[config.mk]
export PLATFORM = sky130hd
export DESIGN_NAME = prog_loader
export DESIGN_NICKNAME = d
export VERILOG_FILES = /design/src/rtl/prog_loader.sv
export SDC_FILE = /design/constraint.sdc
export NUM_CORES = 1
export LEC_CHECK = 0
export CAP_MARGIN = 40
export CELL_PAD_IN_SITES_DETAIL_PLACEMENT = 0
export CELL_PAD_IN_SITES_GLOBAL_PLACEMENT = 1
export CORE_MARGIN = 8
export CORE_UTILIZATION = 45
export CTS_CLUSTER_DIAMETER = 40
export DETAILED_ROUTE_END_ITERATION = 16
export DONT_BUFFER_PORTS = 1
export PLACE_DENSITY_LB_ADDON = 0.1
export SLEW_MARGIN = 0
export SYNTH_ARGS = -nofsm -noshare
export SYNTH_HDL_FRONTEND = slang
export SYNTH_SLANG_ARGS = --single-unit
[constraint.sdc]
create_clock -name clk -period 2.9 [get_ports clk]
set_clock_uncertainty 0.05 [all_clocks]
set_input_delay 0.145 -clock clk [delete_from_list [all_inputs] [get_ports clk]]
set_output_delay 0.145 -clock clk [all_outputs]
set_load 0.005 [all_outputs]
[src/rtl/prog_loader.sv]
// ---------------------------------------------------------------------------
// prog_loader
// Byte-stream program loader: the writer side of the processor's instruction
// memory. Accepts a frame of {LEN_HI, LEN_LO, N x {DATA_HI, DATA_LO}, CSUM},
// writes each 16-bit word to consecutive addresses starting at 0, and keeps
// the processor held in reset until a frame with a good XOR checksum lands.
//
// Ports:
//   clk                  system clock
//   reset                asynchronous active-low reset
//   in_data/in_valid     incoming stream byte and its qualifier
//   in_ready             loader can take a byte this cycle
//   start                one-cycle pulse, re-arms the loader from DONE/ERR
//   mem_we/mem_addr/mem_wdata  instruction memory write port
//   cpu_hold             1 = keep the processor in reset
//   done                 sticky: load finished with good checksum
//   error                sticky: checksum mismatch or length overflow
//   words_loaded         number of words written in the current frame
//   current_state_output FSM state for monitoring
// ---------------------------------------------------------------------------
module prog_loader #(
    parameter int ADDR_W = 8,
    parameter int WORD_W = 16
) (
    input  logic              clk,
    input  logic              reset,
    input  logic [7:0]        in_data,
    input  logic              in_valid,
    output logic              in_ready,
    input  logic              start,
    output logic              mem_we,
    output logic [ADDR_W-1:0] mem_addr,
    output logic [WORD_W-1:0] mem_wdata,
    output logic              cpu_hold,
    output logic              done,
    output logic              error,
    output logic [ADDR_W:0]   words_loaded,
    output logic [2:0]        current_state_output
);

    typedef enum logic [2:0] {
        S_LEN_HI  = 3'd0,
        S_LEN_LO  = 3'd1,
        S_DATA_HI = 3'd2,
        S_DATA_LO = 3'd3,
        S_CSUM    = 3'd4,
        S_DONE    = 3'd5,
        S_ERR     = 3'd6
    } state_t;

    // Largest legal word count, widened so that 2^ADDR_W itself is representable.
    localparam logic [16:0] MAX_WORDS = 17'(2 ** ADDR_W);

    state_t              state_reg;
    logic [15:0]         len_reg;
    logic [7:0]          hi_reg;
    logic [7:0]          csum_reg;
    logic [ADDR_W:0]     wl_reg;
    logic [ADDR_W-1:0]   addr_reg;
    logic [WORD_W-1:0]   wdata_reg;
    logic                we_reg;
    logic                hold_reg;
    logic                done_reg;
    logic                err_reg;

    logic                ready_int;
    logic                accept;
    logic [16:0]         len_full;
    logic [16:0]         wl_next_full;

    // No byte is taken during the write-strobe cycle so each word gets its
    // own single-cycle mem_we pulse.
    assign ready_int = !we_reg && (state_reg inside {S_LEN_HI, S_LEN_LO, S_DATA_HI,
                                                     S_DATA_LO, S_CSUM});
    assign accept    = in_valid && ready_int;

    // Length as it will be once the low byte currently on the bus is taken.
    assign len_full     = {1'b0, len_reg[15:8], in_data};
    assign wl_next_full = 17'(wl_reg) + 17'd1;

    always_ff @(posedge clk or negedge reset) begin
        if (!reset) begin
            state_reg <= S_LEN_HI;
            len_reg   <= '0;
            hi_reg    <= '0;
            csum_reg  <= '0;
            wl_reg    <= '0;
            addr_reg  <= '0;
            wdata_reg <= '0;
            we_reg    <= 1'b0;
            hold_reg  <= 1'b1;
            done_reg  <= 1'b0;
            err_reg   <= 1'b0;
        end else begin
            we_reg <= 1'b0;
            case (state_reg)
                S_LEN_HI: begin
                    if (accept) begin
                        len_reg[15:8] <= in_data;
                        csum_reg      <= csum_reg ^ in_data;
                        state_reg     <= S_LEN_LO;
                    end
                end
                S_LEN_LO: begin
                    if (accept) begin
                        len_reg[7:0] <= in_data;
                        csum_reg     <= csum_reg ^ in_data;
                        // Overflow is caught here, before any memory write.
                        if (len_full > MAX_WORDS) begin
                            state_reg <= S_ERR;
                            err_reg   <= 1'b1;
                        end else if (len_full == 17'd0) begin
                            state_reg <= S_CSUM;
                        end else begin
                            state_reg <= S_DATA_HI;
                        end
                    end
                end
                S_DATA_HI: begin
                    if (accept) begin
                        hi_reg    <= in_data;
                        csum_reg  <= csum_reg ^ in_data;
                        state_reg <= S_DATA_LO;
                    end
                end
                S_DATA_LO: begin
                    if (accept) begin
                        csum_reg  <= csum_reg ^ in_data;
                        we_reg    <= 1'b1;
                        wdata_reg <= {hi_reg, in_data};
                        addr_reg  <= wl_reg[ADDR_W-1:0];
                        wl_reg    <= wl_reg + 1'b1;
                        // Next state is decided from the post-increment count,
                        // so the strobe cycle already shows where we go next.
                        if (wl_next_full < {1'b0, len_reg}) begin
                            state_reg <= S_DATA_HI;
                        end else begin
                            state_reg <= S_CSUM;
                        end
                    end
                end
                S_CSUM: begin
                    if (accept) begin
                        if (in_data == csum_reg) begin
                            state_reg <= S_DONE;
                            done_reg  <= 1'b1;
                            hold_reg  <= 1'b0;
                        end else begin
                            state_reg <= S_ERR;
                            err_reg   <= 1'b1;
                        end
                    end
                end
                S_DONE, S_ERR: begin
                    if (start) begin
                        state_reg <= S_LEN_HI;
                        done_reg  <= 1'b0;
                        err_reg   <= 1'b0;
                        hold_reg  <= 1'b1;
                        csum_reg  <= '0;
                        wl_reg    <= '0;
                        addr_reg  <= '0;
                        len_reg   <= '0;
                    end
                end
                default: begin
                    state_reg <= S_ERR;
                    err_reg   <= 1'b1;
                    hold_reg  <= 1'b1;
                end
            endcase
        end
    end

    assign in_ready             = ready_int;
    assign mem_we               = we_reg;
    assign mem_addr             = addr_reg;
    assign mem_wdata            = wdata_reg;
    assign cpu_hold             = hold_reg;
    assign done                 = done_reg;
    assign error                = err_reg;
    assign words_loaded         = wl_reg;
    assign current_state_output = state_reg;

endmodule

==> impl_metrics.ini, run 1 <==
[status]
outcome = finished, violations left
violations = hold timing

[sta]
max_freq_mhz = 394
fin_tns_setup_ns = 0
whs_ns = -0.000567
worst_slew_pin_slew_ns = 0.709
max_slew_margin_pct = 52.7
fin_crit_ns = 2.54
finalMaxSlewViolations = 0
finalSetupViolations = 0
period_share_pct = 87.5
rsz0062_at_grt = false
final_hold_viol_count = 1

[clock_tree]
clock_latency_ns = 0.35
htreeDepth = 3
cts_tree = yes
cts.root.buffer_cell = clkbuf_8
cts_setup_buffers = 0
numCtsBuffers = 9
cts_buffer_depth = 2
clock_sinks = 72
hold_buffers = 10
ctsResizeCount = 0
clk_pin_slew_ns = 0.09

[floorplanning]
start_util_pct = 46.2
coreArea_um2 = 7690
die_w_um = 105
dieArea_um2 = 11000
row_count = 32
fp.dieH_um = 105
io_pins = 53

[placed_design]
gp_congestion = 0.818
port_buffers = 0
hpwl_um = 5820
place_area_um2 = 3650

[yosys]
yosysWarnings = 0
yosysSeqAreaShare_pct = 50.7
synth.area.mux_share_pct = 5.39
synth-edff-count = 0
ys_top_cells_by_area = dfrtp_1, nand2_1, o21ai_0
synth_fa_ha_area_share_pct = 3.80
synthArstFlopShare_pct = 100
syn_nets = 382
synth_top_area_share_pct = 50.0
synth_cell_types = 50
synth-main-ff-cell = dfrtp_1
yosysMostFrequentCell = nand2_1
synth_area_um2 = 3550
synthSimpleGateAreaFrac_pct = 16.9
ys_top_cells_by_count = nand2_1, dfrtp_1, o21ai_0, nor2_1, a22o_1
syn_avg_cell_area_um2 = 9.87
synth_compound_area_share_pct = 15.5
synth-xor-area-share_pct = 3.20
synth_top_family_by_area = simple AND/OR/NAND/NOR gates
yosysTopAreaCell = dfrtp_1
syn_inst = 360
ys_seq_elements = 72

[grt]
antenna_found_initial = 0
grt_pass1_vias = 2586
grt_max_degree = 73
grt_pass1_wl_um = 14400
grt-ovfl-total = 0
grt_use_total_pct = 16.3

[worst_setup_path]
slowest_delay_ns = 0.47
path_cells = ha_1 -> nand3_1 -> nor2_1 -> xor2_1 -> ha_1 -> nand2_1 -> o21ai_0 -> a41oi_1 -> o31ai_1 -> o211ai_1
critical_path_class = reg2reg
slowest_stage = dfrtp_1
required_ns = 3.06
critPathMaxFanout = 6
arrival_ns = 2.70
startpoint_type = flop
worst_path_most_repeated_cell = ha_1
endpoint_kind = flop

[finish]
final_nets = 394
fin_area_um2 = 3990
diodes = 0
area_growth_pct = 12.1
final_util_pct = 51.8
drive_above_1_share_pct = 12.2

[min_path]
min_path_type = in2reg

[flow_run]
maxCapViolations = 0

[detailed_routing]
viasPerCell = 5.40
drt-initial-drc-count = 177
drtAntennaViolNets = 0
drt_first_pass_iters = 4
routedWlPerCell_um = 18.1
via_count = 2588
drc_errors = 0
routed_wirelength_um = 8670

[power]
power_density_nw_per_um2 = 968
peakVddDrop_mv = 0.369
p_leak_nw = 1.89
==> placed cells by master (no fill, tap or decap), types with 7 or more instances in the layout <==
cell type and instances:
nand2_1 75, dfrtp_1 71, o21ai_0 31, nor2_1 17
a22o_1 16, inv_1 15, nand3_1 11, a21oi_1 11
ha_1 10, mux2_2 9, clkbuf_8 9, dlygate4sd3_1 9
buf_4 9, xor2_1 8, and2_1 8, nor2b_1 7
==> worst max-delay path, delay by kind of cell, from the launching register on <==
family	cells	cell delay (ns)
xor+xnor	1	0.12
simple gates	3	0.49
compound gates	4	0.71
fa+ha+maj	2	0.56
flops	1	0.47
==> layout make-up <==
type                    instances  area, um2
fillers                       714       3700
flip-flops and latches         72       1800
multi-input cells             255       1590
repair buffers                 19        185
clock buffers                  10        128
well taps                     102        128
clock inverters                 6       92.6
inverters                      15       56.3
==> per-layer routing <==
metal | share of wire [%] | GRT usage, %
met1 | 47 | 21.8
met2 | 46 | 25.2
met5 | 0 | 0
met4 | 0.97 | 5.20
met3 | 5.6 | 4.18
==> path summary, 6_finish.rpt <==
check                                          end             from  slack, ns  cells past startpoint
setup / recovery           current_state_output[1]  words_loaded[1]       0.36                     10
hold / removal                        mem_wdata[3]       in_data[3]    -0.0006                      2
setup reg to reg           current_state_output[1]  words_loaded[1]       0.36                     10
hold reg to reg                      mem_wdata[10]        hi_reg[2]       0.42                      2
max in group asynchronous                 cpu_hold            reset       2.15                      2
min in group asynchronous            mem_wdata[11]            reset       0.31                      2
==> per-stage QoR <==
step | power (W) | cells | hold slack (ns) | setup slack [ns]
2_1_floorplan | 0.00265 | 360 | -0.201 | 0.679
3_3_place_gp | 0.00293 | 453 | -0.198 | 0.460
3_5_place_dp | 0.00296 | 453 | -0.198 | 0.369
4_1_cts | 0.00390 | 479 | 0.00719 | 0.340
5_1_grt | 0.00417 | 479 | 0.0207 | 0.0971
6_report | 0.00386 | 479 | -0.000567 | 0.363
==> power breakdown <==
group	internal, W	switching [W]	total (W)
logic	0.000589	0.000732	0.00132
clock network	0.000489	0.000404	0.000893
registers	0.00137	0.000272	0.00165
==> logic make-up after synthesis <==
logic type	count (synthesis)
fa+ha+maj	11
compound gates	83
xor+xnor	13
flops	72
buf+inv	33
mux	15
simple gates	133
Power figures use the tool's default switching activity.
==> run 2: changes to the inputs <==
- GPL_TIMING_DRIVEN: not set -> 0
==> run 2 against run 1 <==
Net effect: hold slack improved by 0.018 ns; clock power increased by 9.2%; maximum frequency shrank 3.5%; the flow now finishes without violations; largest cell class unchanged; global-route usage rose by 0.072 points; critical path type unchanged; register-to-register slack lost 0.09 ns; via count rose by 2.6%.
==> impl_metrics.ini, run 2 (same netlist as run 1, synthesis figures left out) <==
[power]
internal_power_w = 0.00256
switching_power_w = 0.00141
peakVddDrop_mv = 0.392
pwr-share-seq_pct = 41.6
combPwrFrac_pct = 33.8
power_density_nw_per_um2 = 981
p_leak_nw = 1.92
power_w = 0.00396
switching_share_pct = 35.5
p_clk_share_pct = 24.6

[floorplanning]
start_util_pct = 46.2
coreArea_um2 = 7690
io_pins = 53
fp.dieH_um = 105
die_w_um = 105
row_count = 32
dieArea_um2 = 11000

[finish]
nFillCells = 728
final_util_pct = 52.5
mostFrequentLayoutCells = nand2_1, dfrtp_1, o21ai_0
final_nets = 402
register_area_um2 = 1800
final_common_cell = nand2_1
final_cells = 487
drive_above_1_share_pct = 12.7
multiInputGateArea_um2 = 1600
diodes = 0
area_growth_pct = 13.6

[clock_tree]
cts_setup_buffers = 0
cts_buffer_depth = 2
clock_sinks = 72
clock_latency_ns = 0.35
cts_tree = yes
clk_pin_slew_ns = 0.08
htreeDepth = 3
numCtsBuffers = 9
cts.root.buffer_cell = clkbuf_8

[min_path]
hold_end = hi_reg[3]
min_path_cells = 2
worstHoldStart = in_data[3]
min_path_type = in2reg

[worst_setup_path]
path_buf_inv = 0
path_cells = ha_1 -> nand3_1 -> nor2_1 -> xor2_1 -> ha_1 -> nand2_1 -> o21ai_0 -> a41oi_1 -> o31ai_2 -> a21bo_1
critPathMaxFanout = 8
reg2reg_slack_ns = 0.27
crit_family = compound AO/OA/AOI/OAI gates
rr_endpoint = current_state_output[2]
worst_path_most_repeated_cell = ha_1
slowest_delay_ns = 0.55
endpoint_kind = flop
slowest_stage = dfrtp_1
critical_path_class = reg2reg
reg2reg_from = words_loaded[0]
arrival_ns = 2.81
required_ns = 3.08
ff2ff_path_depth = 10
startpoint_type = flop

[sta]
final_hold_viol_count = 0
period_share_pct = 90.7
worst_slew_pin_slew_ns = 0.544
rsz0062_at_grt = false
finalMaxSlewViolations = 0
fin_tns_setup_ns = 0
max_freq_mhz = 380
max_slew_margin_pct = 63.8
finalSetupViolations = 0
fin_crit_ns = 2.63

[grt]
antenna_found_initial = 0
grt_pass1_vias = 2594
grt_use_total_pct = 16.4
grt_pass1_wl_um = 14300
grt_max_degree = 73
grt-ovfl-total = 0

[detailed_routing]
viasPerCell = 5.45
drt_first_pass_iters = 4
drc_errors = 0
routedWlPerCell_um = 18.1
drtAntennaViolNets = 0
routed_wirelength_um = 8820
via_count = 2655
drt-initial-drc-count = 81

[placed_design]
place_inst = 462
hpwl_um = 6120
gp_congestion = 0.756
port_buffers = 0

[status]
outcome = completed

[flow_run]
maxCapViolations = 0
## run 2: cell count changes in the layout (fill, tap and decap cells not counted), sizes merged
| cell | previous run | this run |
|---|---|---|
| clkinv | 1 | 2 |
| bufinv | 2 | 3 |
| clkbuf | 10 | 14 |
| clkinvlp | 2 | 0 |
| buf | 10 | 15 |
| dlygate4sd3 | 9 | 8 |
## run 2: final cells by class
class                   instances  area share [%]
repair buffers                  9            2.66
multi-input cells             255            39.6
inverters                      15            1.39
clock inverters                 6            2.88
clock buffers                  10            3.16
plain buffers                  18            2.54
flip-flops and latches         72            44.6
well taps                     102            3.16
## run 2: worst max path at each step
stage / start / to / slack (ns) / cells past startpoint
2_1_floorplan: words_loaded[0] / current_state_output[2] / 0.68 / 8
3_3_place_gp: words_loaded[0] / current_state_output[2] / 0.17 / 10
3_5_place_dp: words_loaded[0] / current_state_output[1] / 0.16 / 10
4_1_cts: words_loaded[0] / current_state_output[2] / 0.12 / 10
5_1_grt: words_loaded[2] / current_state_output[2] / 0.06 / 10
6_report: words_loaded[0] / current_state_output[2] / 0.27 / 10
## run 2: what timing repair did
item / in CTS / in global routing
hold buffers: 9 / 0
endpoints found under the hold margin: 90 / 0
endpoints found under the setup margin: 0 / 2
resized for setup: 0 / 1
## run 2: per-stage QoR
step / instance area [um2] / hold slack [ns] / setup WS, ns
after floorplan: 3550 / -0.201 / 0.679
after global placement: 3680 / -0.198 / 0.168
after detailed placement: 3680 / -0.198 / 0.162
after CTS: 4030 / 0.000876 / 0.123
after global routing: 4040 / 0.00295 / 0.0602
final: 4040 / 0.0170 / 0.269
## run 2: per-layer routing
metal  up-vias  GRT usage, %  share of wire [%]
met5         -             0                  0
met4         0          5.30                1.3
met3         8          5.04                5.1
met2        56          24.7                 46
met1      1305          21.9                 48
li1       1286             -                  -
## run 2: power by group through the flow
stage,logic [W],clock network [W],registers (W)
after detailed placement,0.00131,0,0.00168
after CTS,0.00136,0.00100,0.00166
after floorplan,0.00106,0,0.00159
final,0.00134,0.000975,0.00165
after global placement,0.00128,0,0.00166
after global routing,0.00151,0.00104,0.00170
==> run 3: changes to the inputs <==
- CORE_UTILIZATION: 45 -> 44
- HOLD_SLACK_MARGIN: not set -> 0.12
- clock period: 2.9 -> 2.22 ns (I/O delays scaled with it)
==> run 3 against run 2 <==
Net effect: the run now ends with setup timing left; sequential share of layout area down 1.5 points; clock power up 18%; register-to-register slack worse by 0.32 ns; power up 31%; sequential power up 32%; critical path type unchanged; largest cell class unchanged; largest power group unchanged; highest routed layer unchanged.
==> impl_metrics.ini, run 3 (same netlist as run 1, synthesis figures left out) <==
[status]
outcome = finished, violations left
violations = setup timing

[floorplanning]
io_pins = 53
dieArea_um2 = 11200
row_count = 32
start_util_pct = 45.8
die_w_um = 106
coreArea_um2 = 7770
fp.dieH_um = 106

[detailed_routing]
via_count = 2733
routed_wirelength_um = 9330
drt_first_pass_iters = 4
drtAntennaViolNets = 0
drc_errors = 0
drt-initial-drc-count = 126
routedWlPerCell_um = 19.0
viasPerCell = 5.55

[clock_tree]
clock_latency_ns = 0.36
cts.root.buffer_cell = clkbuf_8
numCtsBuffers = 9
cts_buffer_depth = 2
clock_sinks = 72
cts_tree = yes
clk_pin_slew_ns = 0.09
htreeDepth = 3

[finish]
register_area_um2 = 1810
final_common_cell = nand2_1
multiInputGateArea_um2 = 1730
final_cells = 492
drive_above_1_share_pct = 19.5
area_growth_pct = 18.0
final_nets = 407
nFillCells = 694
mostFrequentLayoutCells = nand2_1, dfrtp_1, o21ai_0
diodes = 0
fin_area_um2 = 4190

[sta]
fin_tns_setup_ns = -0.0894
setup_ws_ns = -0.0492
worst_slew_pin_slew_ns = 0.490
fin_crit_ns = 2.27
final_hold_viol_count = 0
finalMaxSlewViolations = 0
rsz0062_at_grt = true
finalSetupViolations = 2
max_slew_margin_pct = 67.0
period_share_pct = 102
whs_ns = 0.138
max_freq_mhz = 441

[worst_setup_path]
slowest_delay_ns = 0.47
critPathMaxFanout = 6
startpoint_type = flop
critical_path_class = reg2reg
endpoint_kind = flop
arrival_ns = 2.44
required_ns = 2.39
path_cells = nand3_2 -> nor2_4 -> nand3_4 -> xnor2_2 -> ha_1 -> nand2_2 -> nor2_2 -> a41oi_2 -> o31ai_4 -> o211ai_1
slowest_stage = dfrtp_2

[grt]
grt_pass1_vias = 2769
grt_use_total_pct = 17.4
antenna_found_initial = 0
grt_max_degree = 73
grt-ovfl-total = 0
grt_pass1_wl_um = 15300

[power]
p_clk_share_pct = 22.2
combPwrFrac_pct = 35.6
switching_share_pct = 37.1
p_leak_nw = 1.94
switching_power_w = 0.00192
internal_power_w = 0.00326
peakVddDrop_mv = 0.539
power_density_nw_per_um2 = 1240
pwr-share-seq_pct = 42.1

[min_path]
min_path_type = in2reg

[flow_run]
maxCapViolations = 0

[placed_design]
port_buffers = 0
place_inst = 462
gp_congestion = 0.775
hpwl_um = 6080
preCtsSetupSlack_ns = -0.549
place_area_um2 = 3680
run 3: changes by cell type in the layout (fill, tap and decap cells not counted), moves of 3 or more:
cell,previous run,this run
nand3_1,11,5
dfrtp_1,71,66
dfrtp_2,0,5
nand3_2,0,4
buf_4,1,4
nor2_1,17,14
run 3: layer usage:
layer / wire length, um / track usage (%) / vias to the layer above
met3: 550 / 4.81 / 11
met4: 144 / 6.73 / 0
met2: 4200 / 25.5 / 83
met5: 0 / 0 / -
met1: 4430 / 23.7 / 1346
li1: - / - / 1293
run 3: per-stage QoR:
| step | total power (W) | utilization (%) |
|---|---|---|
| 5_1_grt | 0.00558 | 54.0 |
| 2_1_floorplan | 0.00346 | - |
| 3_3_place_gp | 0.00385 | 47.4 |
| 6_report | 0.00518 | 54.0 |
| 4_1_cts | 0.00518 | 53.3 |
| 3_5_place_dp | 0.00391 | 47.4 |
run 3: worst max-delay path: cells and delay by family, from the launching register on:
family          cells  cell delay, ns
flops               1            0.47
compound gates      3            0.52
xor+xnor            1            0.16
fa+ha+maj           1            0.33
simple gates        5            0.60
run 3: repair_timing:
action | CTS | global route
hold buffers | 11 | 0
resized for setup | 24 | 9
endpoints found under the hold margin | 111 | 0
pin swaps | 9 | 2
buffers inserted | 3 | 1
setup endpoints to repair | 12 | 31
run 3: power groups by stage:
stage / registers [W] / logic, W / clock network (W)
after floorplan: 0.00207 / 0.00139 / 0
after detailed placement: 0.00220 / 0.00171 / 0
after global routing: 0.00226 / 0.00210 / 0.00123
final: 0.00218 / 0.00185 / 0.00115
after CTS: 0.00219 / 0.00183 / 0.00116
after global placement: 0.00218 / 0.00167 / 0
run 3: final cells by class:
type                    count  area share [%]
clock buffers              11            3.13
inverters                  15            1.34
well taps                 102            3.04
clock inverters             5            1.94
plain buffers              18            2.51
multi-input cells         255            41.3
repair buffers             14            3.58
flip-flops and latches     72            43.2
run 3: worst paths after layout:
path	startpoint	endpoint	slack, ns	cells past startpoint
setup / recovery	words_loaded[3]	current_state_output[1]	-0.05	10
hold / removal	in_valid	current_state_output[0]	0.14	3
setup reg to reg	words_loaded[3]	current_state_output[1]	-0.05	10
hold reg to reg	hi_reg[0]	mem_wdata[8]	0.44	2
max in group asynchronous	reset	cpu_hold	1.52	2
min in group asynchronous	reset	mem_wdata[13]	0.26	2
